`src/rtl/mem_pkg.sv`:
```
// Shared types and constants for the mem_request block: FSM states, access
// size encodings and load-extension helpers.
package mem_pkg;

  typedef enum logic [1:0] {
    ST_IDLE = 2'd0,
    ST_DACC = 2'd1,
    ST_IACC = 2'd2
  } state_t;

  localparam logic [1:0] SIZE_BYTE = 2'b00;
  localparam logic [1:0] SIZE_HALF = 2'b01;
  localparam logic [1:0] SIZE_WORD = 2'b10;

  localparam int RAM_LAT_MAX = 15;

  function automatic logic [31:0] extend_byte(input logic [7:0] val, input logic zero_ext);
    return {{24{~zero_ext & val[7]}}, val};
  endfunction

  function automatic logic [31:0] extend_half(input logic [15:0] val, input logic zero_ext);
    return {{16{~zero_ext & val[15]}}, val};
  endfunction

endpackage

```
`src/rtl/mem_request_lane_align.sv`:
```
// Byte-lane steering between the 32-bit RAM word and right-aligned CPU data:
// byte enables, store replication and load extraction with extension.
module lane_align
  import mem_pkg::*;
(
  input  logic [1:0]  size,
  input  logic [1:0]  lane,
  input  logic        zero_ext,
  input  logic [31:0] store,
  input  logic [31:0] raw_load,
  output logic [3:0]  be,
  output logic [31:0] lane_store,
  output logic [31:0] load
);

  logic [7:0]  byte_s;
  logic [15:0] half_s;

  // Byte enables and store replication; halves and words snap to the aligned lane
  always_comb begin
    be         = 4'b1111;
    lane_store = store;
    case (size)
      SIZE_BYTE: begin
        be         = 4'b0001 << lane;
        lane_store = {4{store[7:0]}};
      end
      SIZE_HALF: begin
        be         = lane[1] ? 4'b1100 : 4'b0011;
        lane_store = {2{store[15:0]}};
      end
      default: begin
        be         = 4'b1111;
        lane_store = store;
      end
    endcase
  end

  // Pick the addressed byte/half out of the RAM word and extend it
  always_comb begin
    byte_s = raw_load[7:0];
    case (lane)
      2'd0:    byte_s = raw_load[7:0];
      2'd1:    byte_s = raw_load[15:8];
      2'd2:    byte_s = raw_load[23:16];
      2'd3:    byte_s = raw_load[31:24];
      default: byte_s = raw_load[7:0];
    endcase
    if (lane[1]) begin
      half_s = raw_load[31:16];
    end else begin
      half_s = raw_load[15:0];
    end
    case (size)
      SIZE_BYTE: load = extend_byte(byte_s, zero_ext);
      SIZE_HALF: load = extend_half(half_s, zero_ext);
      default:   load = raw_load;
    endcase
  end

endmodule

```
`src/rtl/mem_request.sv`:
```
// Serialises instruction fetches and data loads/stores onto one fixed-latency
// RAM port; data wins arbitration, and a just-completed port yields for a cycle.
module mem_request
  import mem_pkg::*;
#(
  parameter int ADDR_W  = 32,
  parameter int DATA_W  = 32,
  parameter int RAM_LAT = 2
) (
  input  logic              clk,
  input  logic              rst,
  input  logic              i_req,
  input  logic [ADDR_W-1:0] i_addr,
  input  logic              d_ren,
  input  logic              d_wen,
  input  logic [ADDR_W-1:0] d_addr,
  input  logic [1:0]        d_size,
  input  logic              d_unsigned,
  input  logic [DATA_W-1:0] d_store,
  output logic              i_ready,
  output logic              d_ready,
  output logic [DATA_W-1:0] i_load,
  output logic [DATA_W-1:0] d_load,
  output logic [ADDR_W-1:0] ram_addr,
  output logic              ram_ren,
  output logic              ram_wen,
  output logic [3:0]        ram_be,
  output logic [DATA_W-1:0] ram_store,
  input  logic [DATA_W-1:0] ram_load
);

  localparam int         LAT_C    = (RAM_LAT > RAM_LAT_MAX) ? RAM_LAT_MAX :
                                    ((RAM_LAT < 1) ? 1 : RAM_LAT);
  localparam logic [3:0] LAST_CNT = 4'(LAT_C - 1);

  state_t            state_r, state_s;
  logic [3:0]        cnt_r, cnt_s;
  logic              last_s;
  logic              d_pend_s, i_pend_s, access_s;
  logic [ADDR_W-1:0] addr_r;
  logic [1:0]        size_r;
  logic              zext_r;
  logic [DATA_W-1:0] store_r;
  logic              wr_r;
  logic              i_ready_r, d_ready_r;
  logic [DATA_W-1:0] i_load_r, d_load_r;
  logic [3:0]        be_s;
  logic [31:0]       lane_store_s, load_s;

  // Next-state and access counter; the port whose ready is pulsing is masked
  // so its still-held request is not re-issued and the other port gets a turn
  always_comb begin
    state_s  = state_r;
    cnt_s    = cnt_r;
    last_s   = 1'b0;
    d_pend_s = (d_ren | d_wen) & ~d_ready_r;
    i_pend_s = i_req & ~i_ready_r;
    case (state_r)
      ST_IDLE: begin
        cnt_s = 4'd0;
        if (d_pend_s) begin
          state_s = ST_DACC;
        end else if (i_pend_s) begin
          state_s = ST_IACC;
        end else begin
          state_s = ST_IDLE;
        end
      end
      ST_DACC, ST_IACC: begin
        if (cnt_r == LAST_CNT) begin
          last_s  = 1'b1;
          cnt_s   = 4'd0;
          state_s = ST_IDLE;
        end else begin
          cnt_s = cnt_r + 4'd1;
        end
      end
      default: begin
        state_s = ST_IDLE;
        cnt_s   = 4'd0;
      end
    endcase
  end

  // State and counter registers
  always_ff @(posedge clk) begin
    if (rst) begin
      state_r <= ST_IDLE;
      cnt_r   <= 4'd0;
    end else begin
      state_r <= state_s;
      cnt_r   <= cnt_s;
    end
  end

  // Latch the winning request as the FSM leaves IDLE
  always_ff @(posedge clk) begin
    if (rst) begin
      addr_r  <= '0;
      size_r  <= SIZE_WORD;
      zext_r  <= 1'b1;
      store_r <= '0;
      wr_r    <= 1'b0;
    end else if (state_r == ST_IDLE && state_s == ST_DACC) begin
      addr_r  <= d_addr;
      size_r  <= d_size;
      zext_r  <= d_unsigned;
      store_r <= d_store;
      wr_r    <= d_wen;
    end else if (state_r == ST_IDLE && state_s == ST_IACC) begin
      addr_r  <= i_addr;
      size_r  <= SIZE_WORD;
      zext_r  <= 1'b1;
      store_r <= '0;
      wr_r    <= 1'b0;
    end
  end

  // Completion pulses and returned-data registers
  always_ff @(posedge clk) begin
    if (rst) begin
      i_ready_r <= 1'b0;
      d_ready_r <= 1'b0;
      i_load_r  <= '0;
      d_load_r  <= '0;
    end else begin
      i_ready_r <= last_s & (state_r == ST_IACC);
      d_ready_r <= last_s & (state_r == ST_DACC);
      if (last_s && state_r == ST_IACC) begin
        i_load_r <= ram_load;
      end
      if (last_s && state_r == ST_DACC && !wr_r) begin
        d_load_r <= load_s;
      end
    end
  end

  lane_align u_lane_align (
    .size       (size_r),
    .lane       (addr_r[1:0]),
    .zero_ext   (zext_r),
    .store      (store_r),
    .raw_load   (ram_load),
    .be         (be_s),
    .lane_store (lane_store_s),
    .load       (load_s)
  );

  // RAM port is driven only from registered state and the latched request
  assign access_s  = (state_r == ST_DACC) || (state_r == ST_IACC);
  assign ram_addr  = access_s ? {addr_r[ADDR_W-1:2], 2'b00} : '0;
  assign ram_ren   = access_s & ~wr_r;
  assign ram_wen   = access_s & wr_r;
  assign ram_be    = access_s ? be_s : 4'b0000;
  assign ram_store = (access_s && wr_r) ? lane_store_s : '0;

  assign i_ready = i_ready_r;
  assign d_ready = d_ready_r;
  assign i_load  = i_load_r;
  assign d_load  = d_load_r;

endmodule

```
`config.mk`:
```
export PLATFORM = sky130hd
export DESIGN_NAME = mem_request
export DESIGN_NICKNAME = d
export VERILOG_FILES = /design/src/rtl/mem_pkg.sv /design/src/rtl/mem_request_lane_align.sv /design/src/rtl/mem_request.sv
export SDC_FILE = /design/constraint.sdc
export NUM_CORES = 1
export LEC_CHECK = 0
export CAP_MARGIN = 20
export CORE_ASPECT_RATIO = 1.1
export CORE_UTILIZATION = 40
export CTS_BUF_LIST = sky130_fd_sc_hd__clkbuf_16
export DETAILED_ROUTE_END_ITERATION = 8
export GPL_ROUTABILITY_DRIVEN = 0
export HOLD_SLACK_MARGIN = 0.03
export PLACE_DENSITY = 0.77
export SLEW_MARGIN = 20
export SYNTH_ARGS = -nofsm -noshare
export SYNTH_HDL_FRONTEND = slang
export SYNTH_HIERARCHICAL = 1
export SYNTH_SLANG_ARGS = --single-unit
```
`constraint.sdc`:
```
create_clock -name clk -period 2.1 [get_ports clk]
set_clock_uncertainty 0.05 [all_clocks]
set_input_delay 0.42 -clock clk [delete_from_list [all_inputs] [get_ports clk]]
set_output_delay 0.42 -clock clk [all_outputs]
set_load 0.01 [all_outputs]
```
# Word level (Yosys, flattened, before mapping)
# Cells that the tools add are included.
[word_totals] ff_bits=140 inputBits=136 word_cells=75
[op_classes] n_addsub=1 n_eq_ne=9 shift=1 n_mux=25 bitwise=14 n_reduce_logical=14
[ops] operator="2-to-1 mux 32 bit" count=6
[ops] operator="case mux 32 bit (2 select lines)" count=2
[ops] operator="case mux 8 bit (4 select lines)" count=1
[ops] operator="2-to-1 mux 16 bit" count=1
[ops] operator="2-to-1 mux 2 bit" count=5
[ops] operator="bitwise AND 1 bit" count=8
[ops] operator="equality test 2 x 1 -> 1 bit (second input constant)" count=4
[ops] operator="equality test 2 bit (second input constant)" count=4
[ops] operator="2-to-1 mux 4 bit" count=2
[ops] operator="case mux 4 bit (2 select lines)" count=1
[ops] operator="logical AND 1 bit" count=6
[ops] operator="zero test 2 bit" count=3
[ops] operator="2-to-1 mux 1 bit" count=6
[ops] operator="inverter 1 bit" count=5
[ops] operator="adder 4 x 1 -> 4 bit (second input constant)" count=1
[ops] operator="equality test 4 x 1 -> 1 bit (second input constant)" count=1
[ops] operator="case mux 2 bit (2 select lines)" count=1
[ops] operator="<< shifter 1 x 2 -> 4 bit (first input constant)" count=1
[ops] operator="OR reduction 3 bit" count=1
[ops] operator="nonzero test 2 bit" count=1
[ops] operator="OR reduction 2 bit" count=1
[ops] operator="zero test 1 bit" count=1
[ops] operator="logical OR 1 bit" count=1
[ops] operator="bitwise OR 1 bit" count=1

# Depth between registers and ports, before layout
# Gate-level depths: netlist (run 1).
[logic_depth] word_depth=9 ltp_mapped=9 mapped_depth_nobuf=7

# Hierarchy
# Netlist (run 1), hierarchy kept.
[by_module_without_submodules] module="mem_request" n_inst=1 cells_per_inst=671 area_each_um2=5676.7 seq_area_each_um2=2802.7
[by_module_without_submodules] module="lane_align" n_inst=1 cells_per_inst=191 area_each_um2=1257.5 seq_area_each_um2=0.0

# Worst setup path before layout (run 1)
# No wires, ideal clock.
[synth_timing] path_type="reg2reg" from="reg state_r[0]" to="reg addr_r[10]" setup_ns=0.114 arrival_ns=2.004 t_required_ns=1.936 path_slack_ns=-0.069 stages_incl_launch_ff=10 synth_period_minus_slack_ns=2.169 cell_sequence="dfxtp_1 > inv_1 > ha_1 > buf_2 > nand2_1 > o22ai_2 > xor2_4 > buf_6 > a21oi_1 > a2111oi_0"
[synth_via] elab_chain_cells=6 elab_cells_between_ends=12
[synth_lines] item="start: declaration" line="mem_request.sv:36" source="state_t state_r, state_s;"
[synth_lines] item="start signal: assignment" line="mem_request.sv:91" source="state_r <= state_s;"
[synth_lines] item="equality test 2 bit / equality test 2 x 1 -> 1 bit (equally long branches)" line="mem_request.sv:58" source="case (state_r)"
[synth_lines] item="OR reduction 2 bit" line="mem_request.sv:58"
[synth_lines] item="case mux 2 bit (2 select lines)" line="mem_request.sv:58"
[synth_lines] item="equality test 2 x 1 -> 1 bit / equality test 2 bit (equally long branches)" line="mem_request.sv:104, mem_request.sv:110"
[synth_lines] item="logical AND 1 bit (on tied branches)" line="mem_request.sv:104, mem_request.sv:110"
[synth_lines] item="2-to-1 mux 32 bit / nonzero test 2 bit (equally long branches)"
[synth_lines] item="end signal: assignment" line="mem_request.sv:105" source="addr_r <= d_addr;"
[synth_lines] item="end signal: assignment" line="mem_request.sv:111" source="addr_r <= i_addr;"
[synth_lines] item="end: declaration" line="mem_request.sv:40" source="logic [ADDR_W-1:0] addr_r;"
# Several ways; a longest one is shown, not always the timed one.
# A chain may end at the register's enable or synchronous reset.

# Worst setup path in the final report (run 1)
[layout_timing] from="reg state_r[1]" to="reg store_r[19]"
[layout_via] elab_chain_cells=6 elab_cells_between_ends=12
[layout_lines] item="equality test 2 bit / equality test 2 x 1 -> 1 bit (equally long branches)" line="mem_request.sv:58"
[layout_lines] item="OR reduction 2 bit" line="mem_request.sv:58"
[layout_lines] item="case mux 2 bit (2 select lines)" line="mem_request.sv:58"
[layout_lines] item="equality test 2 x 1 -> 1 bit / equality test 2 bit (equally long branches)" line="mem_request.sv:104, mem_request.sv:110"
[layout_lines] item="logical AND 1 bit (on tied branches)" line="mem_request.sv:104, mem_request.sv:110"
[layout_lines] item="2-to-1 mux 32 bit / nonzero test 2 bit (equally long branches)"
[layout_lines] item="end signal: assignment" line="mem_request.sv:108" source="store_r <= d_store;"
[layout_lines] item="end: declaration" line="mem_request.sv:43" source="logic [DATA_W-1:0] store_r;"
# Several ways; a longest one is shown, not always the timed one.

==> impl_metrics.tcl, run 1 <==
set metrics [dict create \
    hp-start "rst" \
    synth-seq-cells 140 \
    r2r_start "state_r[1]" \
    synth_edf_count 0 \
    die-area_um2 17900 \
    gr-usage-all-layers_pct 27.2 \
    dp_hpwl_um 16100 \
    clkLatencyLatePin_ns 0.42 \
    fin_crit_sh_pct 109 \
    cts_root_buf "clkbuf_16" \
    cts_buffer_depth 2 \
    start_util_pct 40.7 \
    powerDensity_nw_per_um2 759 \
    path_class "reg -> reg" \
    setup_viol 134 \
    num_vias 7347 \
    irDropWorstVdd_v 0.000542 \
    cts_buffers 17 \
    final_core_util_pct 67.9 \
    ioPinCount 272 \
    ys_top_cells_by_area "dfxtp_1 40%, nand2_1 9.7%, a21oi_1 7.1%, a22o_1 5.3%, a2111oi_0 3.8%" \
    grt_pass1_vias 7072 \
    hold_end "addr_r[3]" \
    synth-seq-area-share_pct 40.4 \
    drive_above_1_share_pct 24.1 \
    setup_tns_ns -16.45 \
    clk_pin_slew_worst_paths_ns 0.06 \
    rsz0062_at_grt "true" \
    finalNonFillerCells 1394 \
    cts_tree "yes" \
    critPathMaxFanout 35 \
    min_period_ns 2.28 \
    ant_nets 0 \
    max_slew_margin_pct 56.5 \
    numPortBuffers 269 \
    clock.fmax_mhz 438 \
    hold_depth 2 \
    grt_pass1_wl_um 38000 \
    leakage_uw 0.00463 \
    die_w_um 128 \
    antenna_found_initial 0 \
    grt_max_degree 53 \
    worst_slew_pin_slew_ns 0.652 \
    globalRoute.totalOverflow 0 \
    crit_required_ns 2.41 \
    cts.sinks 140 \
    core_area_um2 17000 \
    die_h_um 140 \
    syn_avg_cell_area_um2 8.04 \
    reg2regPathDepth 11 \
    post_drt_via_cell_ratio 5.27 \
    worstPathArrival_ns 2.59 \
    r2r_setup_slack_ns -0.18 \
    wl_per_cell_um 17.8 \
    power_uw 8770 \
    synth_area_um2 6930 \
    synth_cells 862 \
    outcome "finished with violations" \
    synth_top_area_share_pct 40.4 \
    worst_hold_slack_ns 0.366 \
    num-fill-cells 1363 \
    firstDrtPassIters 5 \
    hold_viol 0 \
    worstHoldPathType "in -> reg" \
    synthSimpleGateAreaFrac_pct 21.8 \
    synthFlopType "dfxtp_1" \
    cp-end-kind "flop" \
    nNetsFinal 1289 \
    setup_slack_ns -0.182 \
    synth_top_family_by_area "compound AO/OA/AOI/OAI gates" \
    synth-xor-area-share_pct 0.650 \
    crit_slowest_cell "dfxtp_2" \
    path_cells "inv_2, ha_4, buf_6, buf_8, a32o_2, xor2_4, buf_12, buf_6, a21oi_4, buf_12, a22o_1" \
    cts_hold_buf 0 \
    yosysMostFrequentCell "nand2_1" \
    synth_commonest_cells "179 x nand2_1, 140 x dfxtp_1, 99 x a21oi_1" \
    crit_path_max_incr_delay_ns 0.34 \
    synth_top_area_cell "dfxtp_1" \
    ys_warn_count 6 \
    start_kind "flop" \
    drv_cap 0 \
    floorplan.rows 50 \
    drt_iter0_markers 439 \
    final_max_slew_viol_count 0 \
    totalWireLength_um 24900 \
    ys_types 50 \
    dp.cells 1341 \
    synth.area.mux_share_pct 5.40 \
    drc 0 \
    htreeDepth 4 \
    postSynth.asyncResetShare_pct 0 \
    synth-adder-area-share_pct 1.08 \
    area_growth_pct 66.6 \
    r2r-end "store_r[19]" \
    violations "negative setup slack" \
    antenna_cells 0 \
    synth_compound_area_share_pct 22.3 \
]
power by group:
| part | switching (uW) | total [uW] | internal [uW] |
|---|---|---|---|
| combinational | 1150 | 2470 | 1330 |
| clock | 1160 | 3250 | 2090 |
| sequential | 175 | 3040 | 2870 |
metrics by stage:
| stage | area [um^2] | worst slack [ns] |
|---|---|---|
| after global placement | 10200 | -0.340 |
| after floorplan | 6980 | 0.00653 |
| after global routing | 11600 | -0.302 |
| after detailed placement | 10200 | -0.454 |
| after CTS | 11100 | -0.159 |
| final | 11600 | -0.182 |
critical path: cells and delay by family, from the launching register on:
family | cells | cell delay, ns
AOI/OAI and AO/OA | 3 | 0.64
xor gates and xnor gates | 1 | 0.17
adders and majority gates | 1 | 0.24
buffers and inverters | 6 | 0.78
DFF | 1 | 0.34
final cells by class:
class | instances | area, um^2 | share of cell area [%]
timing repair buffer | 350 | 3670 | 31.8
clock inverter | 15 | 204 | 1.77
sequential | 140 | 2810 | 24.3
inverter | 41 | 154 | 1.33
clock buffer | 17 | 425 | 3.68
multi-input combinational | 597 | 3990 | 34.6
tap | 234 | 293 | 2.53
kinds of logic (layout without fill, tap and decap cells):
logic type | count (synthesis) | count (layout)
AND/OR/NAND/NOR | 326 | 326
AO/OA/AOI/OAI | 229 | 229
flip-flops | 140 | 140
buffers and inverters | 126 | 423
multiplexers | 31 | 31
adder cells (fa/ha/maj) | 6 | 6
XOR/XNOR | 3 | 3
other | 1 | 2
worst max path at each step:
stage          startpoint             to  slack [ns]  cells past startpoint
6_report       state_r[1]    store_r[19]       -0.18                     11
3_5_place_dp        d_ren     addr_r[30]       -0.45                      7
3_3_place_gp        d_ren     addr_r[30]       -0.34                      7
2_1_floorplan  state_r[0]     addr_r[10]       0.007                      9
4_1_cts        state_r[0]  ram_store[25]       -0.16                      7
5_1_grt        state_r[0]     addr_r[28]       -0.30                     11
timing repair:
action                                  CTS  global route
buffers inserted                          9             4
endpoints found under the setup margin  135           160
cloned                                    6             2
pin swaps                                11            49
hold endpoints to repair                  0             0
resized for setup                       330            77
routing by layer:
| metal | GRT usage [%] | routed length [um] |
|---|---|---|
| met2 | 44.6 | 12200 |
| met3 | 6.76 | 1650 |
| met5 | 0 | 0 |
| met1 | 32.9 | 10000 |
| met4 | 14.3 | 936 |
cell usage in the layout (no fill, tap or decap), types with 5 or more instances in the layout:
cell	instances
clkdlybuf4s50_1	200
nand2_1	178
dfxtp_1	134
a21oi_1	84
buf_4	48
nor2_1	44
a22o_1	42
inv_1	40
buf_6	37
and3_1	24
clkdlybuf4s15_2	22
and2_4	19
clkbuf_16	19
mux2i_1	19
o21ai_1	17
a2111oi_2	17
buf_2	17
and2_1	16
buf_12	15
nor2b_1	12
and3_4	9
a21oi_4	9
o21ai_0	8
a21oi_2	7
a2111oi_1	7
a221o_1	7
mux2_2	7
a2111oi_0	6
buf_16	6
bufinv_16	5
dfxtp_2	5
flip-flops by register name, indices dropped and copies added (netlist names):
| signal | cells |
|---|---|
| store_r | 32 |
| i_load | 32 |
| d_load | 32 |
| zext_r | 1 |
| d_ready | 1 |
| state_r | 2 |
| addr_r | 32 |
| size_r | 2 |
| wr_r | 1 |
| cnt_r | 4 |
| i_ready | 1 |
No activity file was read; power rests on OpenSTA's default activity.
==> inputs of run 2 (changes only) <==
--- a/config.mk
+++ b/config.mk
@@ -8,7 +8,6 @@
 export CAP_MARGIN = 20
 export CORE_ASPECT_RATIO = 1.1
 export CORE_UTILIZATION = 40
-export CTS_BUF_LIST = sky130_fd_sc_hd__clkbuf_16
 export DETAILED_ROUTE_END_ITERATION = 8
 export GPL_ROUTABILITY_DRIVEN = 0
 export HOLD_SLACK_MARGIN = 0.03
==> run 2 against run 1 <==
  * The run still ends with negative setup slack left
  * Combinational power grew 7%
  * Clock power grew 4%
  * Worst setup slack lost 0.028 ns
  * Via count grew 2.2%
  * Sequential share of layout area shrank 0.47 points
  * Fmax shrank 1.2%
  * Register-to-register slack lost 0.03 ns
  * Power grew 3.5%
  * Hold slack gained 0.0048 ns
  * Utilization grew 1.4 points
  * Critical path depth grew 1
  * First-iteration DRC count grew 18%
  * Critical path type unchanged
  * Highest routed layer unchanged
==> impl_metrics.tcl, run 2 (same netlist as run 1, synthesis figures left out) <==
set metrics [dict create \
    outcome "finished with violations" \
    violations "negative setup slack" \
    min_period_ns 2.31 \
    numPortBuffers 269 \
    die-area_um2 17900 \
    antenna_cells 0 \
    critPathBufInv 6 \
    drv_cap 0 \
    grtUsageMet2_pct 45.8 \
    hold_depth 2 \
    drt_iter0_markers 516 \
    die_w_um 128 \
    floorplan.rows 50 \
    htreeDepth 4 \
    cts_buffer_depth 2 \
    crit_required_ns 2.35 \
    grt_pass1_vias 7046 \
    nNetsFinal 1314 \
    switching_share_pct 28.3 \
    r2r_setup_slack_ns -0.21 \
    hp-start "rst" \
    leakage_uw 0.00483 \
    grt_pass1_wl_um 38000 \
    hold_end "addr_r[3]" \
    num_vias 7506 \
    start_util_pct 40.7 \
    worstHoldPathType "in -> reg" \
    ant_nets 0 \
    path_cells "inv_2, ha_4, buf_8, nand2_4, o22ai_4, xor2_4, buf_12, buf_6, a21oi_4, buf_12, clkbuf_16, a22o_1" \
    grt_max_degree 53 \
    power_uw 9070 \
    fin_crit_sh_pct 110 \
    core_area_um2 17000 \
    final_common_cell "clkdlybuf4s50_1" \
    gr-usage-all-layers_pct 27.3 \
    grt.busiest_layer "met2" \
    crit_path_max_incr_delay_ns 0.34 \
    worst_slew_pin_slew_ns 0.651 \
    cts_hold_buf 0 \
    antenna_found_initial 0 \
    cts_tree "yes" \
    comb_power_share_pct 29.1 \
    globalRoute.totalOverflow 0 \
    clock.fmax_mhz 433 \
    hold_viol 0 \
    cts_buffers 17 \
    totalWireLength_um 26200 \
    r2r-end "store_r[20]" \
    r2r_start "state_r[1]" \
    crit_slowest_cell "dfxtp_2" \
    p_sw_uw 2560 \
    powerDensity_nw_per_um2 769 \
    clkPwrFrac_pct 37.3 \
    cp-end-kind "flop" \
    start_kind "flop" \
    drc 0 \
    final_max_slew_viol_count 0 \
    grtUsageMet3_pct 6.68 \
    path_class "reg -> reg" \
    firstDrtPassIters 5 \
    die_h_um 140 \
    irDropWorstVdd_v 0.000546 \
    area_growth_pct 70.1 \
    reg2regPathDepth 12 \
    post_drt_via_cell_ratio 5.29 \
    worstPathArrival_ns 2.56 \
    clkLatencyLatePin_ns 0.43 \
    pwr-share-seq_pct 33.5 \
    rsz0062_at_grt "true" \
    cts.sinks 140 \
    max_slew_margin_pct 56.6 \
    setup_viol 122 \
    clk_pin_slew_worst_paths_ns 0.07 \
    crit_path_start "state_r[1]" \
    final_cell_mix "200 x clkdlybuf4s50_1, 178 x nand2_1, 134 x dfxtp_1" \
    crit_family "buffers and inverters" \
    wl_per_cell_um 18.4 \
    worst_hold_slack_ns 0.371 \
    use_met1_pct 33.0 \
    dp_hpwl_um 16100 \
    drive_above_1_share_pct 26.4 \
    p_int_uw 6510 \
    setup_slack_ns -0.210 \
    cts_root_buf "clkbuf_16" \
    ioPinCount 272 \
    crit_top_cell "buf_12" \
    critPathMaxFanout 9 \
]
-- run 2: cell count changes in the layout (fill, tap and decap cells not counted), sizes merged --
cell / previous run / this run
clkdlybuf4s15: 22 / 1
clkbuf: 19 / 29
buf: 126 / 167
inv: 44 / 42
clkinv: 6 / 3
-- run 2: worst max path at each step --
stage | slack, ns | to | cells after the start
after floorplan | 0.007 | addr_r[10] | 9
after CTS | -0.16 | ram_store[24] | 6
after global placement | -0.34 | addr_r[30] | 7
final | -0.21 | store_r[20] | 12
after global routing | -0.29 | store_r[16] | 12
after detailed placement | -0.45 | addr_r[30] | 7
-- run 2: cell type report --
class	count	area, um^2
Clock inverter	10	185
Sequential cell	140	2820
Clock buffer	22	474
Inverter	41	154
Fill cell	1325	5220
Tap cell	234	293
Multi-Input combinational cell	597	4040
Timing Repair Buffer	375	3830
-- run 2: power groups by stage --
stage	sequential, uW	clock, uW	combinational, uW
global placement	3070	0	1890
CTS	3020	3410	2210
finish	3040	3390	2640
detailed placement	3070	0	1920
global route	3060	3530	2790
floorplan	3020	0	1090
-- run 2: what timing repair did --
| action | in CTS | in global routing |
|---|---|---|
| endpoints found under the setup margin | 135 | 167 |
| resized for setup | 321 | 134 |
| pin swaps | 3 | 33 |
| gates cloned | 6 | 6 |
| buffers inserted | 22 | 16 |
-- run 2: per-stage QoR --
step	worst slack, ns	instance area [um^2]	std cells	utilization (%)	setup TNS [ns]
2_1_floorplan	0.00653	6980	863	-	0
3_3_place_gp	-0.340	10200	1341	59.8	-22.19
3_5_place_dp	-0.454	10200	1341	59.8	-26.02
4_1_cts	-0.157	11100	1400	65.4	-11.09
5_1_grt	-0.286	11800	1419	69.3	-22.99
6_report	-0.210	11800	1419	69.3	-14.23
-- run 2: per-layer routing --
metal,wire length [um],up-vias,share of wire (%)
met3,1600,61,6.1
met1,10600,3515,41
li1,-,3587,-
met4,973,0,3.7
met5,0,-,0
met2,13000,343,50
